## src/rtl/mfspm_port_arbiter_if.sv

```systemverilog
// Bus bundle for the SPM port arbiter: host front-end request/response,
// IOP408 byte read/write ports and the SRAM macro port.
interface mfspm_port_arbiter_if #(
  parameter int AW = 12
);
  // Host front end
  logic          host_req;
  logic          host_lock;
  logic          host_we;
  logic [AW-1:0] host_addr;
  logic [63:0]   host_wdata;
  logic [7:0]    host_be;
  logic          host_gnt;
  logic          host_rvalid;
  logic [63:0]   host_rdata;

  // IOP408 byte read port
  logic          IOPRREQ;
  logic [20:0]   IOPRADDR;
  logic [7:0]    IOPRDATA;
  logic          IOPRWAIT;

  // IOP408 byte write port
  logic          IOPWREQ;
  logic [20:0]   IOPWADDR;
  logic [7:0]    IOPWDATA;
  logic          IOPWWAIT;

  // SRAM macro
  logic          ram_en;
  logic          ram_we;
  logic [AW-1:0] ram_addr;
  logic [63:0]   ram_wdata;
  logic [7:0]    ram_be;
  logic [63:0]   ram_rdata;

  // Arbiter side
  modport slave (
    input  host_req, host_lock, host_we, host_addr, host_wdata, host_be,
    output host_gnt, host_rvalid, host_rdata,
    input  IOPRREQ, IOPRADDR,
    output IOPRDATA, IOPRWAIT,
    input  IOPWREQ, IOPWADDR, IOPWDATA,
    output IOPWWAIT,
    output ram_en, ram_we, ram_addr, ram_wdata, ram_be,
    input  ram_rdata
  );

  // Requester / SRAM side
  modport master (
    output host_req, host_lock, host_we, host_addr, host_wdata, host_be,
    input  host_gnt, host_rvalid, host_rdata,
    output IOPRREQ, IOPRADDR,
    input  IOPRDATA, IOPRWAIT,
    output IOPWREQ, IOPWADDR, IOPWDATA,
    input  IOPWWAIT,
    input  ram_en, ram_we, ram_addr, ram_wdata, ram_be,
    output ram_rdata
  );
endinterface

```

## src/rtl/mfspm_port_arbiter.sv

```systemverilog
// Single-port 64-bit SPM bank arbiter: round-robin between host, IOP write
// and IOP read, with a bounded host burst lock and fixed one-cycle read
// latency for both host and IOP read data.
module mfspm_port_arbiter #(
  parameter int AW       = 12,
  parameter int LOCK_MAX = 16
) (
  input  logic                 HCLK,
  input  logic                 HRESETn,
  mfspm_port_arbiter_if.slave  bus
);

  localparam int LCW = $clog2(LOCK_MAX + 1);
  localparam logic [LCW-1:0] LOCK_MAX_C = LCW'(LOCK_MAX);

  typedef enum logic [1:0] {
    REQ_H = 2'd0,
    REQ_W = 2'd1,
    REQ_R = 2'd2
  } req_e;

  req_e           ptr_q, ptr_d;
  logic           rd_pend_q, rd_pend_d;
  logic [2:0]     lane_q, lane_d;
  logic           hrd_pend_q, hrd_pend_d;
  logic [LCW-1:0] lock_cnt_q, lock_cnt_d;

  logic h_el, w_el, r_el, h_rr, lock_ok;
  logic gnt_h, gnt_w, gnt_r;

  // Upper byte-address bits lie outside the bank and are ignored.
  logic unused_addr_hi;
  assign unused_addr_hi = ^{bus.IOPRADDR[20:AW+3], bus.IOPWADDR[20:AW+3]};

  // Eligibility and single-grant selection (lock first, then round-robin).
  always_comb begin
    h_el    = bus.host_req;
    w_el    = bus.IOPWREQ;
    r_el    = bus.IOPRREQ & ~rd_pend_q;
    lock_ok = lock_cnt_q < LOCK_MAX_C;
    // Once the lock budget is spent, host yields to any waiting IOP port.
    h_rr    = h_el & ~((lock_cnt_q == LOCK_MAX_C) & (w_el | r_el));
    gnt_h   = 1'b0;
    gnt_w   = 1'b0;
    gnt_r   = 1'b0;
    if (bus.host_lock & h_el & lock_ok) begin
      gnt_h = 1'b1;
    end else begin
      unique case (ptr_q)
        REQ_H: begin
          if (w_el)      gnt_w = 1'b1;
          else if (r_el) gnt_r = 1'b1;
          else if (h_rr) gnt_h = 1'b1;
        end
        REQ_W: begin
          if (r_el)      gnt_r = 1'b1;
          else if (h_rr) gnt_h = 1'b1;
          else if (w_el) gnt_w = 1'b1;
        end
        default: begin
          if (h_rr)      gnt_h = 1'b1;
          else if (w_el) gnt_w = 1'b1;
          else if (r_el) gnt_r = 1'b1;
        end
      endcase
    end
  end

  // Next-state for pointer, pending-read flags, read lane and lock counter.
  always_comb begin
    ptr_d      = ptr_q;
    rd_pend_d  = gnt_r;
    lane_d     = lane_q;
    hrd_pend_d = gnt_h & ~bus.host_we;
    lock_cnt_d = lock_cnt_q;

    if (gnt_h)      ptr_d = REQ_H;
    else if (gnt_w) ptr_d = REQ_W;
    else if (gnt_r) ptr_d = REQ_R;

    if (gnt_r) lane_d = bus.IOPRADDR[2:0];

    if (!bus.host_lock || gnt_w || gnt_r) begin
      lock_cnt_d = '0;
    end else if (gnt_h && (w_el || r_el) && lock_ok) begin
      lock_cnt_d = lock_cnt_q + LCW'(1);
    end
  end

  // State registers; reset drops any in-flight read.
  always_ff @(posedge HCLK or negedge HRESETn) begin
    if (!HRESETn) begin
      ptr_q      <= REQ_R;
      rd_pend_q  <= 1'b0;
      lane_q     <= '0;
      hrd_pend_q <= 1'b0;
      lock_cnt_q <= '0;
    end else begin
      ptr_q      <= ptr_d;
      rd_pend_q  <= rd_pend_d;
      lane_q     <= lane_d;
      hrd_pend_q <= hrd_pend_d;
      lock_cnt_q <= lock_cnt_d;
    end
  end

  // SRAM drive from the granted requester; all zero when idle.
  always_comb begin
    bus.ram_en    = 1'b0;
    bus.ram_we    = 1'b0;
    bus.ram_addr  = '0;
    bus.ram_wdata = '0;
    bus.ram_be    = '0;
    if (gnt_h) begin
      bus.ram_en    = 1'b1;
      bus.ram_we    = bus.host_we;
      bus.ram_addr  = bus.host_addr;
      bus.ram_wdata = bus.host_wdata;
      bus.ram_be    = bus.host_be;
    end else if (gnt_w) begin
      bus.ram_en    = 1'b1;
      bus.ram_we    = 1'b1;
      bus.ram_addr  = bus.IOPWADDR[AW+2:3];
      bus.ram_wdata = {8{bus.IOPWDATA}};
      bus.ram_be    = 8'b1 << bus.IOPWADDR[2:0];
    end else if (gnt_r) begin
      bus.ram_en    = 1'b1;
      bus.ram_addr  = bus.IOPRADDR[AW+2:3];
      bus.ram_be    = 8'hFF;
    end
  end

  // Requester handshakes and returned read data.
  always_comb begin
    bus.host_gnt    = gnt_h;
    bus.host_rvalid = hrd_pend_q;
    bus.host_rdata  = hrd_pend_q ? bus.ram_rdata : '0;
    bus.IOPWWAIT    = bus.IOPWREQ & ~gnt_w;
    bus.IOPRWAIT    = bus.IOPRREQ & ~rd_pend_q;
    bus.IOPRDATA    = rd_pend_q ? bus.ram_rdata[{lane_q, 3'b000} +: 8] : '0;
  end

endmodule

```

## src/flat_wrapper.sv

```systemverilog
// flat-port wrapper written by rule: the top's interface ports become plain ports
module mfspm_port_arbiter_flat 
#(
  parameter int AW       = 12,
  parameter int LOCK_MAX = 16
)
  (HCLK, HRESETn, bus_host_req, bus_host_lock, bus_host_we, bus_host_addr, bus_host_wdata, bus_host_be, bus_host_gnt, bus_host_rvalid, bus_host_rdata, bus_IOPRREQ, bus_IOPRADDR, bus_IOPRDATA, bus_IOPRWAIT, bus_IOPWREQ, bus_IOPWADDR, bus_IOPWDATA, bus_IOPWWAIT, bus_ram_en, bus_ram_we, bus_ram_addr, bus_ram_wdata, bus_ram_be, bus_ram_rdata);
  mfspm_port_arbiter_if #(.AW(AW)) bus_i ();
  input  logic HCLK;
  input  logic HRESETn;
  input wire logic [$bits(bus_i.host_req)-1:0] bus_host_req;
  input wire logic [$bits(bus_i.host_lock)-1:0] bus_host_lock;
  input wire logic [$bits(bus_i.host_we)-1:0] bus_host_we;
  input wire logic [$bits(bus_i.host_addr)-1:0] bus_host_addr;
  input wire logic [$bits(bus_i.host_wdata)-1:0] bus_host_wdata;
  input wire logic [$bits(bus_i.host_be)-1:0] bus_host_be;
  output wire logic [$bits(bus_i.host_gnt)-1:0] bus_host_gnt;
  output wire logic [$bits(bus_i.host_rvalid)-1:0] bus_host_rvalid;
  output wire logic [$bits(bus_i.host_rdata)-1:0] bus_host_rdata;
  input wire logic [$bits(bus_i.IOPRREQ)-1:0] bus_IOPRREQ;
  input wire logic [$bits(bus_i.IOPRADDR)-1:0] bus_IOPRADDR;
  output wire logic [$bits(bus_i.IOPRDATA)-1:0] bus_IOPRDATA;
  output wire logic [$bits(bus_i.IOPRWAIT)-1:0] bus_IOPRWAIT;
  input wire logic [$bits(bus_i.IOPWREQ)-1:0] bus_IOPWREQ;
  input wire logic [$bits(bus_i.IOPWADDR)-1:0] bus_IOPWADDR;
  input wire logic [$bits(bus_i.IOPWDATA)-1:0] bus_IOPWDATA;
  output wire logic [$bits(bus_i.IOPWWAIT)-1:0] bus_IOPWWAIT;
  output wire logic [$bits(bus_i.ram_en)-1:0] bus_ram_en;
  output wire logic [$bits(bus_i.ram_we)-1:0] bus_ram_we;
  output wire logic [$bits(bus_i.ram_addr)-1:0] bus_ram_addr;
  output wire logic [$bits(bus_i.ram_wdata)-1:0] bus_ram_wdata;
  output wire logic [$bits(bus_i.ram_be)-1:0] bus_ram_be;
  input wire logic [$bits(bus_i.ram_rdata)-1:0] bus_ram_rdata;
  assign bus_i.host_req = bus_host_req;
  assign bus_i.host_lock = bus_host_lock;
  assign bus_i.host_we = bus_host_we;
  assign bus_i.host_addr = bus_host_addr;
  assign bus_i.host_wdata = bus_host_wdata;
  assign bus_i.host_be = bus_host_be;
  assign bus_host_gnt = bus_i.host_gnt;
  assign bus_host_rvalid = bus_i.host_rvalid;
  assign bus_host_rdata = bus_i.host_rdata;
  assign bus_i.IOPRREQ = bus_IOPRREQ;
  assign bus_i.IOPRADDR = bus_IOPRADDR;
  assign bus_IOPRDATA = bus_i.IOPRDATA;
  assign bus_IOPRWAIT = bus_i.IOPRWAIT;
  assign bus_i.IOPWREQ = bus_IOPWREQ;
  assign bus_i.IOPWADDR = bus_IOPWADDR;
  assign bus_i.IOPWDATA = bus_IOPWDATA;
  assign bus_IOPWWAIT = bus_i.IOPWWAIT;
  assign bus_ram_en = bus_i.ram_en;
  assign bus_ram_we = bus_i.ram_we;
  assign bus_ram_addr = bus_i.ram_addr;
  assign bus_ram_wdata = bus_i.ram_wdata;
  assign bus_ram_be = bus_i.ram_be;
  assign bus_i.ram_rdata = bus_ram_rdata;
  mfspm_port_arbiter #(.AW(AW), .LOCK_MAX(LOCK_MAX)) u_core (.HCLK(HCLK), .HRESETn(HRESETn), .bus(bus_i));
endmodule
```

## config.mk

```make
export PLATFORM = sky130hd
export DESIGN_NAME = mfspm_port_arbiter_flat
export DESIGN_NICKNAME = d
export VERILOG_FILES = /design/src/rtl/mfspm_port_arbiter_if.sv /design/src/rtl/mfspm_port_arbiter.sv /design/src/flat_wrapper.sv
export SDC_FILE = /design/constraint.sdc
export NUM_CORES = 1
export LEC_CHECK = 0
export CAP_MARGIN = 30
export CELL_PAD_IN_SITES_DETAIL_PLACEMENT = 0
export CELL_PAD_IN_SITES_GLOBAL_PLACEMENT = 1
export CORE_AREA = 2 2 143 145
export CTS_CLUSTER_DIAMETER = 200
export DETAILED_ROUTE_END_ITERATION = 12
export DIE_AREA = 0 0 145 147
export DONT_BUFFER_PORTS = 1
export GPL_TIMING_DRIVEN = 0
export PLACE_DENSITY_LB_ADDON = 0.1
export SYNTH_ARGS = -nofsm -noshare
export SYNTH_HDL_FRONTEND = slang
export SYNTH_SLANG_ARGS = --single-unit
```

## constraint.sdc

```tcl
create_clock -name HCLK -period 2.6 [get_ports HCLK]
set_clock_uncertainty 0.15 [all_clocks]
set_input_delay 0.52 -clock HCLK [delete_from_list [all_inputs] [get_ports HCLK]]
set_output_delay 0.52 -clock HCLK [all_outputs]
set_load 0.01 [all_outputs]
```

==> results.md, run 1 <==
- Netlist Area Pre-Place: 0.00257 mm²
- Crit Path Category: register to output port
- CP required: roughly 1900 ps
- Via count: about 3,000
- Fin util: 0.187
- Logic gate share of total power: 0.722
- Sink Count: 12
- # port buffers: 0
- Primary FF master, synth: dfrtp_1
- Total power: a little over 2 mW
- Warnings from Yosys: 0
- Maxcap violations: 0
- Final slew viol count: 0
- Ys async rst share: 1.00
- Max H-tree Level: 1
- R2R depth: 9
- Yosys reg bits: 12
- Setup ws final: -90.2 ps
- Final nets: about 620
- Post-synth EDFFs: 0
- Clock Latency Late Sink: ~240 ps
- Grt ovf: 0
- Critical-path maximum fanout: 6
- Clk slew on worst S/H paths: about 50 ps
- Pleak: between 1.5 and 2 nW
- Max Freq: 0.372 GHz
- Post-Synthesis Cells: ~380
- VDD IR max: 263 µV
- Core ar.: 0.0198 mm²
- CTS max path bufs: 2
- Post-route ant nets: 0
- Placed inst area: around 0.0029 mm²
- Syn avg cell area: a little under 7 µm²
- Failing checks: setup timing
- Int Pwr: about 1.1 mW
- Drt pass-1 iters: 4
- Sw Ratio: 0.463
- Vias in the first global route: a little over 3,000
- Die height: roughly 150 µm
- Die area: ~0.021 mm²
- Startpoint Class: register
- # DRC: 0
- Worst hold path class: input pin to register
- Crit end category: output port
- Filler Cell Count: 2,240
- Worst-margin pin slew: roughly 660 ps
- Cell Pwr Density: 558 mW/mm²
- Pin count of the biggest net entering global routing: 13
- FP Rows: 52
- DP Worst Slack: -311 ps
- RSZ-0062 raised after global routing: yes
- Syn-to-layout area delta: 44.6%
- First-pass GRT wire length: a little over 20,000 µm
- Cts bufs inserted: 3
- Final std cell area, no fill: between 0.003 and 0.004 mm²
- Root buffer cell: clkbuf_16
- Final min period: around 2700 ps
- Clock power share: 0.150
- Rel. slew slack: 0.562
- Tot GR Track Use: 0.125
- DR WL/cell: 21.7 µm
- Final Hold Violating Endpoints: 0
- Post-synth cell types: between 40 and 50
- DRT iter0 DRCs: approximately 100
- CTS tree: built
- GPL Wtd Cong: approximately 0.75
- I/O Pins: ~370
- Critical path arrival: 2020 ps
- Hpwl dp: approximately 12,000 µm
- Sw Pwr: roughly 0.96 mW
- Ratio of cells with drive above 1 in the final layout: 0.353
- Status: finished, violations left
- Post-synthesis sequential area ratio: 0.117
- Hold Path Stages: 1
- WL final: around 15,000 µm
- Die X: 145 µm
- Antenna violations before repair: 1
- Starting Density: 0.129
- Vias per cell: ~4.4
- Seq pwr share: 0.127
- Post-route clock period utilization: 1.03
- Post-Syn Nets: ~590
- # setup viols final: 20
## cell usage after synthesis, types with 2 or more instances
library cell / number / area, µm²
nand2_1: 167 / 627
and2_1: 64 / 400
mux4_2: 16 / 360
a22oi_1: 12 / 90.1
buf_2: 12 / 60.1
dfrtp_1: 11 / 275
nor2b_1: 11 / 68.8
clkbuf_1: 9 / 33.8
mux2i_1: 9 / 90.1
buf_4: 6 / 45.0
nor2_1: 6 / 22.5
a21oi_1: 5 / 25.0
inv_1: 4 / 15.0
nand3_1: 4 / 20.0
nor4b_1: 4 / 35.0
a221o_1: 3 / 30.0
mux2_1: 3 / 33.8
xnor2_1: 3 / 26.3
a21o_1: 2 / 15.0
and3_1: 2 / 12.5
ha_1: 2 / 25.0
inv_2: 2 / 7.51
nor3b_2: 2 / 25.0
## repair_timing
item,CTS,global route
gates resized for setup,58,83
pin swaps,10,13
endpoints found under the setup margin,96,87
endpoints found under the hold margin,12,0
cloned,1,1
hold buffers,1,0
buffers inserted,15,7
## metal layers
| layer | vias to the layer above | wire, µm | global-route usage |
|---|---|---|---|
| li1 | 1322 | - | - |
| met1 | 1408 | 5200 | 0.131 |
| met2 | 210 | 8100 | 0.252 |
| met3 | 19 | 1220 | 0.0351 |
| met4 | 0 | 216 | 0.0183 |
| met5 | - | 0 | 0 |
## state kept, by name, indices dropped and copies added (netlist names)
name                    flops
u_core.bus.host_rvalid      1
u_core.lane_q               3
u_core.lock_cnt_q           5
u_core.ptr_q                2
u_core.rd_pend_q            1
## final timing paths
kind	start	endpoint	slack (ps)
setup reg to reg	u_core.lock_cnt_q[0]	u_core.lane_q[2]	360
hold / removal	bus_host_we	u_core.bus.host_rvalid	230
min in group asynchronous	HRESETn	u_core.bus.host_rvalid	580
hold reg to reg	u_core.ptr_q[0]	u_core.ptr_q[0]	400
max in group asynchronous	HRESETn	u_core.rd_pend_q	1300
setup / recovery	u_core.lock_cnt_q[0]	bus_ram_be[6]	-90
## layout by cell type, fill, tap and decap left out, drive strengths merged, types with 4 or more instances in the layout
master / netlist / routed
dfrtp: 11 / 11
buf: 19 / 42
mux2i: 9 / 9
nand3: 4 / 4
a21oi: 5 / 5
inv: 6 / 6
nor2b: 11 / 11
nand2: 167 / 167
mux4: 16 / 16
a22oi: 12 / 12
nor4b: 6 / 6
and2: 64 / 64
nor2: 6 / 6
clkbuf: 9 / 12
## stage by stage
| stage | setup TNS [ps] | hold WS, ps | std cells |
|---|---|---|---|
| finish | -702 | 235 | 679 |
| global route | -6830 | 217 | 679 |
| CTS | -5310 | 219 | 671 |
| global placement | -14760 | 74.8 | 651 |
| floorplan | 0 | 74.4 | 381 |
| detailed placement | -12350 | 75.0 | 651 |
## layout make-up
class | instances | area, µm² | share of cell area
Buffer | 27 | 285 | 0.0768
Tap cell | 270 | 338 | 0.0909
Antenna cell | 1 | 2.50 | 0.000674
Clock buffer | 4 | 88.8 | 0.0239
Sequential cell | 12 | 303 | 0.0815
Multi-Input combinational cell | 335 | 2420 | 0.651
Inverter | 6 | 22.5 | 0.00606
Timing Repair Buffer | 24 | 256 | 0.0690
## worst max-delay path, cell delays in order, from the launching register on
cell       delay, ps
dfrtp_1          390
inv_2             80
ha_4             140
nand4bb_4        150
buf_6            150
a21oi_4          120
nor3b_4           70
buf_6            150
buf_6            110
a21o_1           180
a31o_4           230
## power by group through the flow
stage	logic [mW]	clock network [mW]	registers, mW
after floorplan	0.963	0	0.240
after global placement	1.27	0	0.250
after detailed placement	1.26	0	0.251
after CTS	1.40	0.322	0.265
after global routing	1.63	0.336	0.268
final	1.50	0.311	0.264
## logic make-up after synthesis
family | after synthesis | share of synthesized area
AOI/OAI and AO/OA | 32 | 0.0974
xor gates and xnor gates | 3 | 0.0102
adders and majority gates | 2 | 0.00974
buffers and inverters | 34 | 0.0643
DFF | 12 | 0.117
muxes | 28 | 0.189
and+or+nand+nor | 270 | 0.512
(Power assumes the default switching activity.)
==> run 2: changes to the inputs <==
==> constraint.sdc (replaced) <==
create_clock -name HCLK -period 2.6 [get_ports HCLK]
set_clock_uncertainty 0.15 [all_clocks]
set_input_delay 0.26 -clock HCLK [delete_from_list [all_inputs] [get_ports HCLK]]
set_output_delay 0.26 -clock HCLK [all_outputs]
set_load 0.01 [all_outputs]
==> run 2 against run 1 <==
Net effect: the flow now finishes without violations; combinational power decreased by 13%; final area decreased by 14%; hold slack got worse by 230 ps; total power decreased by 10%; count of clock-buffer cells in the layout unchanged; routed wire length decreased by 1.8%; clock power about the same; flip-flop and latch count unchanged; via count decreased by 0.78%.
==> results.md, run 2 (same netlist as run 1, synthesis figures left out) <==
- RSZ-0062 raised after global routing: no
- FP Rows: 52 (unchanged)
- Biggest regs: u_core.lock_cnt_q: 5 flops, u_core.lane_q: 3 flops, u_core.ptr_q: 2 flops
- Die X: 145 µm (unchanged)
- First-pass GRT wire length: 20,200 µm (-0.61%)
- Die area: 0.0213 mm² (unchanged)
- Commonest non-fill, non-tap cell in the layout: nand2_1
- Met3 wire len: 1250 µm (+2.5%)
- # port buffers: 0 (unchanged)
- I/O Pins: 367 (unchanged)
- Ratio of cells with drive above 1 in the final layout: 0.189 (-0.164)
- CTS tree: built
- Sink Count: 12 (unchanged)
- Crit end category: output port
- Post-route ant nets: 0 (unchanged)
- VDD IR max: 240 µV (-8.7%)
- Core ar.: 0.0198 mm² (unchanged)
- Largest reg by FF count: u_core.lock_cnt_q
- Finished Layout Cells: 667 (-1.8%)
- Final slew viol count: 0 (unchanged)
- Critical-path cell list: inv_1, ha_2, nand4bb_4, buf_4, a21oi_2, nor3b_2, buf_4, buf_4, a21o_1, a31o_4
- Commonest non-fill, non-tap cells in the layout: nand2_1, and2_1, mux4_2
- CP max stage cell: dfrtp_1
- Pin count of the biggest net entering global routing: 13 (unchanged)
- Status: completed
- Die height: 147 µm (unchanged)
- Rel. slew slack: 0.569 (+0.00671)
- Slowest stage delay, CP: 380 ps (about the same)
- Max Freq: 0.400 GHz (+7.5%)
- CP required: 2190 ps (+260 ps)
- Antenna violations before repair: 1 (unchanged)
- DP Worst Slack: -51.0 ps (+260 ps)
- Cell Pwr Density: 578 mW/mm² (+3.6%)
- Root buffer cell: clkbuf_16
- Final min period: 2500 ps (-188 ps)
- Critical path arrival: 2090 ps (+70 ps)
- Fin util: 0.162 (-0.0253)
- Register area: 303 µm² (unchanged)
- Vias in the first global route: 3,034 (-1.2%)
- # setup viols final: 0 (-100%)
- Max FFs per register: 5 (unchanged)
- Pleak: 1.51 nW (-9.6%)
- WL final: 14,500 µm (-1.8%)
- Placed cells: 651 (unchanged)
- Post-route clock period utilization: 0.962 (-0.0724)
- Tot GR Track Use: 0.124 (-0.000726)
- Grt ovf: 0 (unchanged)
- Footprint of the multi-input gates: 0.00217 mm² (-10%)
- Critical path's most frequent cell: buf_4
- Final nets: 604 (-1.9%)
- DR WL/cell: 21.7 µm (about the same)
- Uppermost layer routed: met4
- DRT iter0 DRCs: 90 (-11%)
- # DRC: 0 (unchanged)
- Cts bufs inserted: 3 (unchanged)
- Max H-tree Level: 1 (unchanged)
- GPL Wtd Cong: 0.752 (unchanged)
- Setup ws final: 98.1 ps (+188 ps)
- Via count: 2,936 (-0.78%)
- Crit Path Category: register to output port
- Clock Latency Late Sink: 240 ps (about the same)
- Drt pass-1 iters: 5 (+1)
- Filler Cell Count: 2,282 (+1.9%)
- Syn-to-layout area delta: 25.1%
- Startpoint Class: register
- Maxcap violations: 0 (unchanged)
- Clk slew on worst S/H paths: 50 ps (about the same)
- Wl on met1: 5170 µm (-0.62%)
- CTS max path bufs: 2 (unchanged)
- Starting Density: 0.129 (unchanged)
- Vias per cell: 4.40 (+1.0%)
- Met2 wire len: 7870 µm (-2.9%)
- Total power: 1.86 mW (-10%)
- Critical-path maximum fanout: 6 (unchanged)
- Hpwl dp: 12,400 µm (unchanged)
- Worst hold path class: input pin to register
- Final Hold Violating Endpoints: 0 (unchanged)
- Worst-margin pin slew: 646 ps (-10.1 ps)
- Setup TNS: 0 ps (+702 ps)
## run 2: changes by cell type in the layout (fill, tap and decap cells not counted), sizes merged
cell | previous run | this run
clkbuf | 12 | 15
buf | 42 | 25
dlygate4sd3 | 1 | 3
## run 2: metrics by stage
stage | cell area (µm²) | hold WS, ps
after floorplan | 2570 | -186
after global placement | 2910 | -185
after detailed placement | 2910 | -185
after CTS | 3170 | 7.27
after global routing | 3210 | 6.24
final | 3210 | 9.57
## run 2: worst max-delay path: cells and delay by family, from the launching register on
| kind | cells | cell delay [ps] |
|---|---|---|
| buf+inv | 4 | 530 |
| compound gates | 3 | 530 |
| flops | 1 | 380 |
| simple gates | 2 | 230 |
| fa+ha+maj | 1 | 190 |
## run 2: final cells by class
type	count	share of cell area
diodes	1	0.000779
plain buffers	28	0.0607
clock buffers	4	0.0276
inverters	6	0.00701
multi-input cells	335	0.676
flip-flops and latches	12	0.0942
well taps	270	0.105
repair buffers	11	0.0280
## run 2: report_power, final
| part | internal (mW) | leakage, nW | switching [mW] | total [mW] |
|---|---|---|---|---|
| sequential | 0.222 | 0.152 | 0.0238 | 0.246 |
| clock | 0.232 | 0.0442 | 0.0806 | 0.313 |
| combinational | 0.513 | 1.31 | 0.784 | 1.30 |
## run 2: final timing paths
path	start	endpoint	slack, ps	cells past startpoint
min reg2reg	u_core.ptr_q[0]	u_core.ptr_q[0]	390	1
min	bus_IOPRADDR[1]	u_core.lane_q[1]	10	1
max reg2reg	u_core.lock_cnt_q[0]	u_core.lane_q[2]	470	7
max in group asynchronous	HRESETn	u_core.rd_pend_q	1560	1
min in group asynchronous	HRESETn	u_core.bus.host_rvalid	320	1
max	u_core.lock_cnt_q[0]	bus_ram_be[6]	100	10
## run 2: timing repair
action	CTS	global route
hold buffers	3	0
hold endpoints to repair	14	0
gates resized for setup	30	6
setup buffers	6	2
cloned	0	0
endpoints found under the setup margin	84	83
pin swaps	2	3
## run 2: metal layers
layer / global-route usage / up-vias
met5: 0 / -
met4: 0.0183 / 0
li1: - / 1292
met2: 0.248 / 226
met1: 0.131 / 1400
met3: 0.0363 / 18
==> run 3: changes to the inputs <==
--- a/config.mk
+++ b/config.mk
@@ -14,7 +14,7 @@
 export DIE_AREA = 0 0 145 147
 export DONT_BUFFER_PORTS = 1
 export GPL_TIMING_DRIVEN = 0
-export PLACE_DENSITY_LB_ADDON = 0.1
+export PLACE_DENSITY = 0.33
 export SYNTH_ARGS = -nofsm -noshare
 export SYNTH_HDL_FRONTEND = slang
 export SYNTH_SLANG_ARGS = --single-unit
==> run 3 against run 2 <==
Net effect: cell count stayed put; global-route usage fell by 0.59 points; final area barely moved; flip-flop and latch count unchanged; critical path depth is the same; total power is 1.3% lower; critical endpoint unchanged; highest routed layer unchanged.
==> results.md, run 3 (same netlist as run 1, synthesis figures left out) <==
- Critical path's most frequent cell: buf_4
- Hpwl dp: 11,800 µm (-4.5%)
- Final slew viol count: 0 (unchanged)
- WL final: 13,900 µm (-3.9%)
- Total power: 1.83 mW (-1.3%)
- Ant. Diodes: 0 (-1)
- Buf/Inv on CP: 4 (unchanged)
- Worst hold path class: input pin to register
- Largest reg by FF count: u_core.lock_cnt_q
- Syn-to-layout area delta: 25.0% (about the same)
- Rel. slew slack: 0.545 (-0.0244)
- Status: completed
- Die X: 145 µm (unchanged)
- First-pass GRT wire length: 19,400 µm (-3.6%)
- Crit end category: output port
- # port buffers: 0 (unchanged)
- Biggest regs: u_core.lock_cnt_q: 5 flops, u_core.lane_q: 3 flops, u_core.ptr_q: 2 flops
- Sw Ratio: 0.485 (+0.00692)
- Die height: 147 µm (unchanged)
- Max Freq: 0.402 GHz (+0.53%)
- Critical path arrival: 2080 ps (about the same)
- Slowest stage delay, CP: 370 ps (about the same)
- Min Hold Slack: 1.19 ps (-8.38 ps)
- # setup viols final: 0 (unchanged)
- Vias per cell: 4.36 (-0.95%)
- VDD IR max: 219 µV (-8.9%)
- Vias in the first global route: 2,898 (-4.5%)
- Antenna violations before repair: 0 (-1)
- Pin count of the biggest net entering global routing: 13 (unchanged)
- Core ar.: 0.0198 mm² (unchanged)
- Clock power share: 0.154 (-0.014)
- Seq pwr share: 0.134 (about the same)
- Ratio of cells with drive above 1 in the final layout: 0.196 (+0.00708)
- Logic gate share of total power: 0.712 (+0.013)
- Root buffer cell: clkbuf_16
- Final Hold Violating Endpoints: 0 (unchanged)
- # DRC: 0 (unchanged)
- DRT iter0 DRCs: 118 (+31%)
- Starting Density: 0.129 (unchanged)
- Post-route clock period utilization: 0.957 (-0.00512)
- I/O Pins: 367 (unchanged)
- CTS max path bufs: 2 (unchanged)
- Clock Latency Late Sink: 240 ps (about the same)
- Cts bufs inserted: 3 (unchanged)
- Fin util: 0.162 (about the same)
- Die area: 0.0213 mm² (unchanged)
- Startpoint Class: register
- Sw Pwr: 0.889 mW (+0.12%)
- CTS tree: built
- CP required: 2190 ps (about the same)
- DR WL/cell: 20.8 µm (-3.9%)
- Via count: 2,908 (-0.95%)
- Critical-path cell list: inv_1, ha_2, nand4bb_4, buf_4, a21oi_2, nor3b_2, buf_4, buf_4, a21o_1, a31o_2
- CP delay by family, top: compound AO/OA/AOI/OAI gates
- Worst-margin pin slew: 683 ps (+36.7 ps)
- Clk slew on worst S/H paths: 40 ps (about the same)
- Post-route ant nets: 0 (unchanged)
- Setup TNS: 0 ps (unchanged)
- Commonest non-fill, non-tap cell in the layout: nand2_1
- FP Rows: 52 (unchanged)
- Sink Count: 12 (unchanged)
- Tot GR Track Use: 0.119 (-0.00590)
- Maxcap violations: 0 (unchanged)
- Final min period: 2490 ps (-13.3 ps)
- Max FFs per register: 5 (unchanged)
- GPL Wtd Cong: 0.731 (-2.8%)
- Commonest non-fill, non-tap cells in the layout: nand2_1, and2_1, mux4_2
- Crit Path Category: register to output port
- CP max stage cell: dfrtp_1
- Grt ovf: 0 (unchanged)
- Int Pwr: 0.942 mW (-2.6%)
- Final nets: 605 (+0.17%)
- Cell Pwr Density: 571 mW/mm² (-1.2%)
- Max H-tree Level: 1 (unchanged)
- Pleak: 1.52 nW (+0.72%)
- Drt pass-1 iters: 4 (-1)
- Critical-path maximum fanout: 4 (-2)
==> run 3: power by group through the flow <==
stage	Sequential, mW	Combinational (mW)	Clock, mW
3_5_place_dp	0.250	1.25	0
5_1_grt	0.251	1.42	0.298
3_3_place_gp	0.250	1.25	0
6_report	0.246	1.30	0.282
4_1_cts	0.247	1.29	0.290
2_1_floorplan	0.240	0.963	0
==> run 3: metal layers <==
metal	track usage	wire length [µm]	share of wire
met3	0.0255	1100	0.079
met1	0.146	5500	0.40
met2	0.221	7250	0.52
met5	0	0	0
met4	0.00743	55	0.0040
==> run 3: area by class of cell <==
class | count | area (µm²)
well taps | 270 | 338
plain buffers | 28 | 196
flip-flops and latches | 12 | 303
inverters | 6 | 22.5
multi-input cells | 335 | 2180
clock buffers | 4 | 78.8
fillers | 2285 | 16600
repair buffers | 12 | 95.1
==> run 3: final timing paths <==
path,to,start,slack [ps],cells after the start
setup / recovery,bus_ram_be[6],u_core.lock_cnt_q[0],110,10
hold / removal,u_core.lane_q[0],bus_IOPRADDR[0],1,1
setup reg to reg,u_core.lane_q[1],u_core.lock_cnt_q[0],370,9
hold reg to reg,u_core.ptr_q[0],u_core.ptr_q[0],380,1
max in group asynchronous,u_core.rd_pend_q,HRESETn,1560,1
min in group asynchronous,u_core.lane_q[0],HRESETn,320,1
==> run 3: what timing repair did <==
action,in CTS,in global routing
hold buffers,2,0
hold endpoints to repair,13,0
resized for setup,13,25
setup endpoints to repair,76,90
pin swaps,2,3
setup buffers,6,4
==> run 3: stage by stage <==
stage / worst slack (ps) / area [µm²] / instances
global placement: 39.3 / 2910 / 651
CTS: -3.41 / 3090 / 663
floorplan: 542 / 2570 / 381
global route: -1.57 / 3210 / 667
detailed placement: 34.3 / 2910 / 651
finish: 111 / 3210 / 667
==> run 3: worst register-to-register path: cells and delay by family, from the launching register on <==
kind / cells / cell delay, ps
AND/OR/NAND/NOR: 3 / 550
flip-flops: 1 / 370
adder cells (fa/ha/maj): 1 / 190
multiplexers: 1 / 330
buffers and inverters: 4 / 510
